### src/rtl/cipher_arbiter_if.sv
// Bundles the two channel offers, the stream_cipher core hookup and the
// result/status stream of the cipher arbiter.
interface cipher_arbiter_if;
    logic [7:0] ch0_key;
    logic       ch0_valid;
    logic [7:0] ch0_data;
    logic       ch0_last;
    logic       ch0_ready;

    logic [7:0] ch1_key;
    logic       ch1_valid;
    logic [7:0] ch1_data;
    logic       ch1_last;
    logic       ch1_ready;

    logic [7:0] core_key;
    logic       core_rst_n;
    logic [7:0] core_din;
    logic       core_din_valid;
    logic [7:0] core_dout;
    logic       core_dout_valid;

    logic       out_valid;
    logic [7:0] out_data;
    logic       out_chan;
    logic       out_last;

    logic       busy;
    logic       err_proto;
    logic       err_len;

    // the arbiter side
    modport slave (
        input  ch0_key, ch0_valid, ch0_data, ch0_last,
        input  ch1_key, ch1_valid, ch1_data, ch1_last,
        input  core_dout, core_dout_valid,
        output ch0_ready, ch1_ready,
        output core_key, core_rst_n, core_din, core_din_valid,
        output out_valid, out_data, out_chan, out_last,
        output busy, err_proto, err_len
    );

    // the environment side (channels, core, result sink)
    modport master (
        output ch0_key, ch0_valid, ch0_data, ch0_last,
        output ch1_key, ch1_valid, ch1_data, ch1_last,
        output core_dout, core_dout_valid,
        input  ch0_ready, ch1_ready,
        input  core_key, core_rst_n, core_din, core_din_valid,
        input  out_valid, out_data, out_chan, out_last,
        input  busy, err_proto, err_len
    );
endinterface

### src/rtl/cipher_arbiter.sv
// Two-channel round-robin arbiter in front of a stream_cipher core.
// Each session rekeys the core, streams one packet (or MAX_LEN chars of it)
// and drains the 2-deep result tracker before the next arbitration.
//
// state  | meaning
// IDLE   | no session; arbitrate between requesting channels
// REKEY  | one cycle: core held in reset, core_key loaded from grant
// STREAM | granted channel ready; characters flow into the core
// DRAIN  | wait for the tracker to empty before going idle
module cipher_arbiter #(
    parameter int MAX_LEN = 256
) (
    input logic           clk,
    input logic           rst_n,
    cipher_arbiter_if.slave bus
);
    typedef enum logic [1:0] {IDLE, REKEY, STREAM, DRAIN} state_t;

    state_t     state, state_nxt;
    logic       grant, grant_nxt;
    logic       last_grant, last_grant_nxt;
    logic [7:0] char_cnt;

    logic       trk0_v, trk0_chan, trk0_last;
    logic       trk1_v, trk1_chan, trk1_last;

    logic       sel_valid, sel_last;
    logic [7:0] sel_data;
    logic       accept, cnt_term, end_sess;

    assign sel_valid = grant ? bus.ch1_valid : bus.ch0_valid;
    assign sel_data  = grant ? bus.ch1_data  : bus.ch0_data;
    assign sel_last  = grant ? bus.ch1_last  : bus.ch0_last;
    assign accept    = (state == STREAM) && sel_valid;
    assign cnt_term  = (char_cnt == 8'(MAX_LEN - 1));
    assign end_sess  = accept && (sel_last || cnt_term);

    assign bus.ch0_ready = (state == STREAM) && !grant;
    assign bus.ch1_ready = (state == STREAM) && grant;

    // next state, grant choice and round-robin history
    always_comb begin
        state_nxt      = state;
        grant_nxt      = grant;
        last_grant_nxt = last_grant;
        case (state)
            IDLE: begin
                if (bus.ch0_valid || bus.ch1_valid) begin
                    state_nxt = REKEY;
                    if (bus.ch0_valid && bus.ch1_valid) grant_nxt = ~last_grant;
                    else                                grant_nxt = bus.ch1_valid;
                    last_grant_nxt = grant_nxt;
                end
            end
            REKEY:  state_nxt = STREAM;
            STREAM: if (end_sess) state_nxt = DRAIN;
            // once stage 0 is empty, stage 1 empties on the same edge we leave
            DRAIN:  if (!trk0_v) state_nxt = IDLE;
            default: state_nxt = IDLE;
        endcase
    end

    // FSM and arbitration registers
    always_ff @(posedge clk or negedge rst_n) begin
        if (!rst_n) begin
            state      <= IDLE;
            grant      <= 1'b0;
            last_grant <= 1'b1;
        end else begin
            state      <= state_nxt;
            grant      <= grant_nxt;
            last_grant <= last_grant_nxt;
        end
    end

    // core control: key sampled at grant, reset pulse during REKEY
    always_ff @(posedge clk or negedge rst_n) begin
        if (!rst_n) begin
            bus.core_key       <= 8'h00;
            bus.core_rst_n     <= 1'b0;
            bus.core_din       <= 8'h00;
            bus.core_din_valid <= 1'b0;
            char_cnt           <= 8'h00;
        end else begin
            bus.core_rst_n     <= (state_nxt != REKEY);
            if (state == IDLE && state_nxt == REKEY)
                bus.core_key <= grant_nxt ? bus.ch1_key : bus.ch0_key;
            bus.core_din_valid <= accept;
            if (accept) bus.core_din <= sel_data;
            if (state == REKEY)  char_cnt <= 8'h00;
            else if (accept)     char_cnt <= char_cnt + 8'h01;
        end
    end

    // tracker pipeline and registered result stream
    always_ff @(posedge clk or negedge rst_n) begin
        if (!rst_n) begin
            trk0_v        <= 1'b0;
            trk0_chan     <= 1'b0;
            trk0_last     <= 1'b0;
            trk1_v        <= 1'b0;
            trk1_chan     <= 1'b0;
            trk1_last     <= 1'b0;
            bus.out_valid <= 1'b0;
            bus.out_data  <= 8'h00;
            bus.out_chan  <= 1'b0;
            bus.out_last  <= 1'b0;
        end else begin
            trk0_v        <= accept;
            trk0_chan     <= grant;
            trk0_last     <= end_sess;
            trk1_v        <= trk0_v;
            trk1_chan     <= trk0_chan;
            trk1_last     <= trk0_last;
            bus.out_valid <= trk1_v;
            bus.out_last  <= trk1_v && trk1_last;
            if (trk1_v) begin
                bus.out_data <= bus.core_dout;
                bus.out_chan <= trk1_chan;
            end
        end
    end

    // status flags; errors are sticky until reset
    always_ff @(posedge clk or negedge rst_n) begin
        if (!rst_n) begin
            bus.busy      <= 1'b0;
            bus.err_proto <= 1'b0;
            bus.err_len   <= 1'b0;
        end else begin
            bus.busy <= (state_nxt != IDLE);
            if (trk1_v && !bus.core_dout_valid)   bus.err_proto <= 1'b1;
            if (accept && cnt_term && !sel_last)  bus.err_len   <= 1'b1;
        end
    end
endmodule

### src/flat_wrapper.sv
// flat-port wrapper written by rule: the top's interface ports become plain ports
module cipher_arbiter_flat 
#(
    parameter int MAX_LEN = 256
)
  (clk, rst_n, bus_ch0_key, bus_ch0_valid, bus_ch0_data, bus_ch0_last, bus_ch1_key, bus_ch1_valid, bus_ch1_data, bus_ch1_last, bus_core_dout, bus_core_dout_valid, bus_ch0_ready, bus_ch1_ready, bus_core_key, bus_core_rst_n, bus_core_din, bus_core_din_valid, bus_out_valid, bus_out_data, bus_out_chan, bus_out_last, bus_busy, bus_err_proto, bus_err_len);
  cipher_arbiter_if bus_i ();
  input logic clk;
  input logic rst_n;
  input wire logic [$bits(bus_i.ch0_key)-1:0] bus_ch0_key;
  input wire logic [$bits(bus_i.ch0_valid)-1:0] bus_ch0_valid;
  input wire logic [$bits(bus_i.ch0_data)-1:0] bus_ch0_data;
  input wire logic [$bits(bus_i.ch0_last)-1:0] bus_ch0_last;
  input wire logic [$bits(bus_i.ch1_key)-1:0] bus_ch1_key;
  input wire logic [$bits(bus_i.ch1_valid)-1:0] bus_ch1_valid;
  input wire logic [$bits(bus_i.ch1_data)-1:0] bus_ch1_data;
  input wire logic [$bits(bus_i.ch1_last)-1:0] bus_ch1_last;
  input wire logic [$bits(bus_i.core_dout)-1:0] bus_core_dout;
  input wire logic [$bits(bus_i.core_dout_valid)-1:0] bus_core_dout_valid;
  output wire logic [$bits(bus_i.ch0_ready)-1:0] bus_ch0_ready;
  output wire logic [$bits(bus_i.ch1_ready)-1:0] bus_ch1_ready;
  output wire logic [$bits(bus_i.core_key)-1:0] bus_core_key;
  output wire logic [$bits(bus_i.core_rst_n)-1:0] bus_core_rst_n;
  output wire logic [$bits(bus_i.core_din)-1:0] bus_core_din;
  output wire logic [$bits(bus_i.core_din_valid)-1:0] bus_core_din_valid;
  output wire logic [$bits(bus_i.out_valid)-1:0] bus_out_valid;
  output wire logic [$bits(bus_i.out_data)-1:0] bus_out_data;
  output wire logic [$bits(bus_i.out_chan)-1:0] bus_out_chan;
  output wire logic [$bits(bus_i.out_last)-1:0] bus_out_last;
  output wire logic [$bits(bus_i.busy)-1:0] bus_busy;
  output wire logic [$bits(bus_i.err_proto)-1:0] bus_err_proto;
  output wire logic [$bits(bus_i.err_len)-1:0] bus_err_len;
  assign bus_i.ch0_key = bus_ch0_key;
  assign bus_i.ch0_valid = bus_ch0_valid;
  assign bus_i.ch0_data = bus_ch0_data;
  assign bus_i.ch0_last = bus_ch0_last;
  assign bus_i.ch1_key = bus_ch1_key;
  assign bus_i.ch1_valid = bus_ch1_valid;
  assign bus_i.ch1_data = bus_ch1_data;
  assign bus_i.ch1_last = bus_ch1_last;
  assign bus_i.core_dout = bus_core_dout;
  assign bus_i.core_dout_valid = bus_core_dout_valid;
  assign bus_ch0_ready = bus_i.ch0_ready;
  assign bus_ch1_ready = bus_i.ch1_ready;
  assign bus_core_key = bus_i.core_key;
  assign bus_core_rst_n = bus_i.core_rst_n;
  assign bus_core_din = bus_i.core_din;
  assign bus_core_din_valid = bus_i.core_din_valid;
  assign bus_out_valid = bus_i.out_valid;
  assign bus_out_data = bus_i.out_data;
  assign bus_out_chan = bus_i.out_chan;
  assign bus_out_last = bus_i.out_last;
  assign bus_busy = bus_i.busy;
  assign bus_err_proto = bus_i.err_proto;
  assign bus_err_len = bus_i.err_len;
  cipher_arbiter #(.MAX_LEN(MAX_LEN)) u_core (.clk(clk), .rst_n(rst_n), .bus(bus_i));
endmodule
### config.mk
export PLATFORM = sky130hd
export DESIGN_NAME = cipher_arbiter_flat
export DESIGN_NICKNAME = d
export VERILOG_FILES = /design/src/rtl/cipher_arbiter_if.sv /design/src/rtl/cipher_arbiter.sv /design/src/flat_wrapper.sv
export SDC_FILE = /design/constraint.sdc
export NUM_CORES = 1
export LEC_CHECK = 0
export BUFFER_PORTS_ARGS = -buffer_cell sky130_fd_sc_hd__buf_2
export CELL_PAD_IN_SITES_DETAIL_PLACEMENT = 1
export CELL_PAD_IN_SITES_GLOBAL_PLACEMENT = 1
export CORE_MARGIN = 2
export CORE_UTILIZATION = 37
export DETAILED_ROUTE_END_ITERATION = 10
export PLACE_DENSITY_LB_ADDON = 0.08
export SYNTH_ARGS = -nofsm -noshare
export SYNTH_HDL_FRONTEND = slang
export SYNTH_SLANG_ARGS = --single-unit
### constraint.sdc
create_clock -name clk -period 1.5 [get_ports clk]
set_input_delay 0.375 -clock clk [delete_from_list [all_inputs] [get_ports clk]]
set_output_delay 0.375 -clock clk [all_outputs]
set_load 0.005 [all_outputs]
==> results of run 1 <==
[flip-flops by register name, summed over array words and instances, names as in the netlist, 2 cells and up]
register and flops:
u_core.bus.out_data 8, u_core.char_cnt 8, u_core.bus.core_key 8, u_core.state 2
u_core.bus.core_din 8
[cell type report]
class | count | area, sq um | share of cell area, %
flip-flops and latches | 49 | 1230 | 40.3
multi-input cells | 131 | 966 | 31.7
well taps | 75 | 93.8 | 3.08
inverters | 5 | 18.8 | 0.615
clock inverters | 3 | 46.3 | 1.52
clock buffers | 5 | 68.8 | 2.26
repair buffers | 106 | 627 | 20.5
[stage by stage]
stage | TNS, ns | area [sq um] | power (mW)
floorplan | 0 | 2220 | 3.44
global placement | 0 | 2810 | 4.40
detailed placement | 0 | 2810 | 4.45
CTS | -0.0401 | 3000 | 5.65
global route | -0.153 | 3050 | 6.08
finish | -0.0100 | 3050 | 5.66
[layer usage]
layer,share of wire [%],wire (um),GRT usage (%),vias up
met5,0,0,0,-
met3,5.2,297,4.07,7
met2,48,2750,29.5,53
met1,46,2640,24.6,963
li1,-,-,-,941
met4,0.91,52,4.58,0
[cells in the final DEF (no fill, tap or decap), types with 3 or more instances in the layout]
cell type                   netlist  routed
sky130_fd_sc_hd__mux2i_1         13      13
sky130_fd_sc_hd__dfrtp_1         48      46
sky130_fd_sc_hd__nor2_2           1       3
sky130_fd_sc_hd__inv_1            5       5
sky130_fd_sc_hd__nor2_1           5       3
sky130_fd_sc_hd__a21oi_1         21      19
sky130_fd_sc_hd__mux2_2           9       9
sky130_fd_sc_hd__clkbuf_8         0       5
sky130_fd_sc_hd__nand2b_1         4       4
sky130_fd_sc_hd__nor3_1           3       3
sky130_fd_sc_hd__buf_4            2      22
sky130_fd_sc_hd__o2111ai_1       16      16
sky130_fd_sc_hd__o21ai_1          0       3
sky130_fd_sc_hd__o21ai_0         11       8
sky130_fd_sc_hd__nand2_1          9       9
sky130_fd_sc_hd__nand3_1         13      13
sky130_fd_sc_hd__buf_2            4      80
[cells by family after synthesis]
logic type      Yosys count  synth area share (%)
simple gates             49                  12.3
mux                      24                  11.6
flops                    49                  55.3
fa+ha+maj                 1                 0.564
buf+inv                  17                  3.44
compound gates           57                  16.8
[power by group through the flow]
| stage | Sequential, mW | Clock (mW) | Combinational (mW) |
|---|---|---|---|
| after floorplan | 2.19 | 0 | 1.25 |
| after global placement | 2.24 | 0 | 2.16 |
| after detailed placement | 2.25 | 0 | 2.21 |
| after CTS | 2.23 | 1.00 | 2.42 |
| after global routing | 2.30 | 1.05 | 2.74 |
| final | 2.22 | 0.970 | 2.47 |
[final timing paths]
check / slack (ns) / endpoint / startpoint / cells past startpoint
max: -0.01 / bus_ch0_ready / u_core.state[0] / 3
min: 0.30 / u_core.bus.out_data[5] / bus_core_dout[5] / 2
max reg2reg: 0.01 / u_core.char_cnt[3] / u_core.state[0] / 4
min reg2reg: 0.37 / u_core.trk1_chan / u_core.trk0_chan / 0
max in group asynchronous: 0.53 / u_core.state[0] / rst_n / 3
min in group asynchronous: 0.52 / u_core.bus.err_proto / rst_n / 2
[critical path, stage by stage (launching register included)]
cell                       delay (ns)
sky130_fd_sc_hd__dfrtp_2         0.46
sky130_fd_sc_hd__nand2b_4        0.18
sky130_fd_sc_hd__nor2_2          0.08
sky130_fd_sc_hd__buf_2           0.11
[timing repair]
item	4_1_cts	5_1_grt
endpoints found under the setup margin	2	14
hold endpoints to repair	12	0
pin swaps	1	1
gates resized for setup	7	11
buffers inserted	7	1
hold buffers	1	0
==> flow_summary.json, run 1 <==
{
  "worstSetupEndpointType": "primary output",
  "p_leak_nw": 1.44,
  "slew_violations": 0,
  "cts_made_buffers": 5,
  "avgViaCountPerCell": 5.25,
  "timing.final.hold_violations": 0,
  "globalRouteOverflowTotal": 0,
  "switching_share_pct": 36.1,
  "grt_max_degree": 24,
  "io_buffer_count": 80,
  "critical_path_peak_fanout": 5,
  "core_area_sq_um": 5850,
  "drt-initial-drc-count": 38,
  "detail_route_antenna_nets": 0,
  "synth_most_common_cell": "sky130_fd_sc_hd__dfrtp_1",
  "synth.top_cell.area_share_pct": 54.1,
  "insertion_delay_ns": 0.30,
  "dp_worst_setup_slack_ns": 0.0351,
  "fillers": 670,
  "synth-warning-count": 0,
  "final_critical_path_setup_slack_ns": -0.0100,
  "num_io_pins": 81,
  "max_clock_freq_mhz": 662,
  "power.internal_mw": 3.62,
  "violations": "negative setup slack",
  "grt_pass1_wl_um": 9310,
  "die_area_sq_um": 6630,
  "cts.root.buffer_cell": "sky130_fd_sc_hd__clkbuf_8",
  "first_global_vias": 1973,
  "timing.hold.ws_ns": 0.297,
  "worstSetupPathType": "flop to primary output",
  "drc_errors": 0,
  "required_time_reported_for_the_critical_path_endpoint_ns": 1.12,
  "synth_async_sr_flop_share_pct": 100,
  "power-per-cell-area_nw_per_um2": 1860,
  "arrival_ns": 1.14,
  "yosysTopAreaCell": "sky130_fd_sc_hd__dfrtp_1",
  "dr_total_vias": 1964,
  "setup-violations-final": 1,
  "final_clock_skew_ns": 0.00535,
  "timing.final.crit_period_ns": 1.51,
  "result_of_the_run": "finished, violations left",
  "cts.sinks": 49,
  "crit_path_start_kind": "flop",
  "post-route-period-util_pct": 101,
  "start_util_pct": 37.9,
  "post_route_cells_drive_above_1_share_pct": 46.5,
  "track_usage_pct": 18.1,
  "total_switching_power_mw": 2.05,
  "maxCapViolations": 0,
  "syn_area_per_cell_sq_um": 11.3,
  "n_antenna_cell": 0,
  "power.sequential.fraction_pct": 39.2,
  "die_y_um": 81.4,
  "synthTopCellsByCount": "sky130_fd_sc_hd__dfrtp_1 (48), sky130_fd_sc_hd__a21oi_1 (21), sky130_fd_sc_hd__o2111ai_1 (16)",
  "synth.yosys.seq_area_share_pct": 55.3,
  "finish.utilization_pct": 52.1,
  "synth_seq_cells": 49,
  "pwr-share-comb_pct": 43.7,
  "max_slew_margin_pct": 70.5,
  "dp_cells": 357,
  "synth_fp_nets": 245,
  "final_cells": 374,
  "synthesized_cell_area_sq_um": 2220,
  "clkTransAtPathRegs_ns": 0.09,
  "antenna_violations_before_repair": 0,
  "h-tree-depth": 2,
  "final_nets": 346,
  "edff_count_synth": 0,
  "place_congestion": 0.741,
  "worst_pin_slew_ns": 0.443,
  "rsz_0062_raised_after_global_routing": "yes",
  "dp_hpwl_um": 4060,
  "post_synth_inst_count": 197,
  "hold_path.class": "input pin to flop",
  "clkPwrFrac_pct": 17.1,
  "ir_worst_vdd_v": 0.000866,
  "routed_wl_um": 5730,
  "drt_pass1_iterations": 5,
  "ys_top_cells_by_area": "sky130_fd_sc_hd__dfrtp_1 (54%), sky130_fd_sc_hd__o2111ai_1 (6.3%), sky130_fd_sc_hd__mux2i_1 (5.9%)",
  "dieWidth_um": 81.4,
  "tritoncts": "done",
  "yosys_most_used_dff": "sky130_fd_sc_hd__dfrtp_1",
  "syn2layout_area_growth_pct": 37.5,
  "clock_path_buffers": 2,
  "post_synth_num_cell_types": 38,
  "row_count": 28,
  "detail_route.wl_per_cell_um": 15.3
}
(Power assumes the default switching activity.)
==> run 2, diff against run 1 <==
BUFFER_PORTS_ARGS = unset   (was -buffer_cell sky130_fd_sc_hd__buf_2)
CORE_UTILIZATION = 47   (was 37)
DONT_BUFFER_PORTS = 1   (was unset)
==> run 2 against run 1 <==
  * The flow finishes with violations (negative hold slack, negative setup slack)
  * Largest power group is now sequential cells
  * First-iteration DRC count is 32% higher
  * Global-route usage grew 2.6 points
  * Via count decreased by 14%
  * Clock power down 2%
  * Flip-flop and latch count stayed put
  * Critical endpoint is now bus_ch1_ready
  * Maximum frequency fell by 1.1%
  * Cell count shrank 29%
  * Routed wire length shrank 3.5%
  * Register-to-register slack about the same
  * Sequential share of layout area increased by 6.9 points
  * Non-clock buffer count decreased by 86
  * Core utilization increased by 6.4 points
==> flow_summary.json, run 2 (synthesis gave the netlist of run 1 again) <==
{
  "result_of_the_run": "finished, violations left",
  "violations": "negative hold slack, negative setup slack",
  "tritoncts": "done",
  "leading_cell_type_in_the_layout_fill_and_taps_excluded": "sky130_fd_sc_hd__dfrtp_1",
  "h-tree-depth": 2,
  "io_buffer_count": 0,
  "rr_startpoint": "u_core.grant",
  "clock_path_buffers": 2,
  "worstSetupPathType": "flop to primary output",
  "n_antenna_cell": 0,
  "final_critical_path_setup_slack_ns": -0.0272,
  "drc_errors": 0,
  "globalRouteOverflowTotal": 0,
  "p_leak_nw": 1.10,
  "cts.sinks": 49,
  "crit_path_start_kind": "flop",
  "cts.root.buffer_cell": "sky130_fd_sc_hd__clkbuf_8",
  "max_slew_margin_pct": 69.7,
  "arrival_ns": 1.15,
  "row_count": 24,
  "num_io_pins": 81,
  "worst_r2r_path_depth": 4,
  "detail_route_antenna_nets": 0,
  "fillers": 455,
  "setup-tns-final_ns": -0.0272,
  "final_clock_skew_ns": 0.0145,
  "maxCapViolations": 0,
  "routed_wl_um": 5530,
  "critical_path_peak_fanout": 8,
  "drt-initial-drc-count": 50,
  "drt_pass1_iterations": 4,
  "timing.final.hold_violations": 49,
  "worstSetupEndpointType": "primary output",
  "clkTransAtPathRegs_ns": 0.10,
  "antenna_violations_before_repair": 0,
  "insertion_delay_ns": 0.31,
  "final_nets": 261,
  "track_usage_pct": 20.8,
  "cts_made_buffers": 5,
  "most-common-layout-cells": "sky130_fd_sc_hd__dfrtp_1 (47), sky130_fd_sc_hd__a21oi_1 (19), sky130_fd_sc_hd__o2111ai_1 (16), sky130_fd_sc_hd__buf_4 (16)",
  "r2r_end": "u_core.char_cnt[3]",
  "max_clock_freq_mhz": 655,
  "start_util_pct": 49.9,
  "hold_path.class": "input pin to asynchronous set/reset pin",
  "avgViaCountPerCell": 6.35,
  "place_congestion": 0.768,
  "slew_violations": 0,
  "reg_to_reg_slack_setup_ns": 0.01,
  "finish.instance_area_sq_um": 2600,
  "setup-violations-final": 1,
  "detail_route.wl_per_cell_um": 20.8,
  "die_area_sq_um": 5290,
  "postPlaceCellArea_sq_um": 2290,
  "core_area_sq_um": 4440,
  "first_global_vias": 1716,
  "die_y_um": 72.7,
  "timing.final.crit_period_ns": 1.53,
  "post-route-period-util_pct": 102,
  "dr_total_vias": 1690,
  "grt_max_degree": 50,
  "grt_pass1_wl_um": 8560,
  "timing.hold.ws_ns": -0.256,
  "dp_worst_setup_slack_ns": -0.0657,
  "power-per-cell-area_nw_per_um2": 2070,
  "rsz_0062_raised_after_global_routing": "yes",
  "ir_worst_vdd_v": 0.000985,
  "post_route_cells_drive_above_1_share_pct": 25.2,
  "dp_hpwl_um": 3620,
  "worst_pin_slew_ns": 0.453,
  "syn2layout_area_growth_pct": 17.3,
  "dieWidth_um": 72.7,
  "required_time_reported_for_the_critical_path_endpoint_ns": 1.12
}
==> run 2: cell type report <==
type                       instances  area, sq um  area share, %
clock buffer                       5         68.8           2.64
tap                               52         65.1           2.50
clock inverter                     3         43.8           1.68
sequential                        49         1230           47.2
inverter                           5         18.8          0.721
multi-input combinational        132          995           38.2
timing repair buffer              20          183           7.02
==> run 2: layer usage <==
layer,up-vias,routed length [um],GRT usage (%)
met2,62,2840,33.6
li1,773,-,-
met1,849,2310,27.6
met3,6,352,6.49
met4,0,27,4.53
met5,-,0,0
==> run 2: worst max-delay path: stages, from the launching register on <==
cell and delay (ns):
sky130_fd_sc_hd__dfrtp_2 0.49, sky130_fd_sc_hd__nor2b_4 0.19, sky130_fd_sc_hd__and2_4 0.15
==> run 2: worst max path at each step <==
stage	startpoint	endpoint	slack (ns)	depth (start not counted)
after floorplan	u_core.state[1]	bus_ch1_ready	0.11	3
after global placement	u_core.grant	u_core.bus.err_len	0.01	3
after detailed placement	u_core.grant	u_core.bus.core_din[7]	-0.07	3
after CTS	u_core.grant	u_core.bus.core_din[0]	-0.09	3
after global routing	u_core.grant	bus_ch1_ready	-0.04	3
final	u_core.state[1]	bus_ch1_ready	-0.03	2
==> run 2: power breakdown <==
part           internal [mW]  total (mW)  switching [mW]
logic                   1.04        2.07            1.03
registers               1.86        2.36           0.500
clock network          0.500       0.954           0.455
==> run 2: per-stage QoR <==
step,cells,utilization [%],power [mW]
floorplan,197,-,3.44
CTS,252,54.3,4.96
global placement,244,51.5,3.83
detailed placement,244,51.5,3.98
global route,266,58.6,5.76
finish,266,58.6,5.39
==> run 2: timing repair <==
action | 4_1_cts | 5_1_grt
gates resized for setup | 4 | 16
hold endpoints to repair | 49 | 49
cloned | 0 | 1
pin swaps | 0 | 1
setup buffers | 0 | 13
endpoints found under the setup margin | 15 | 21
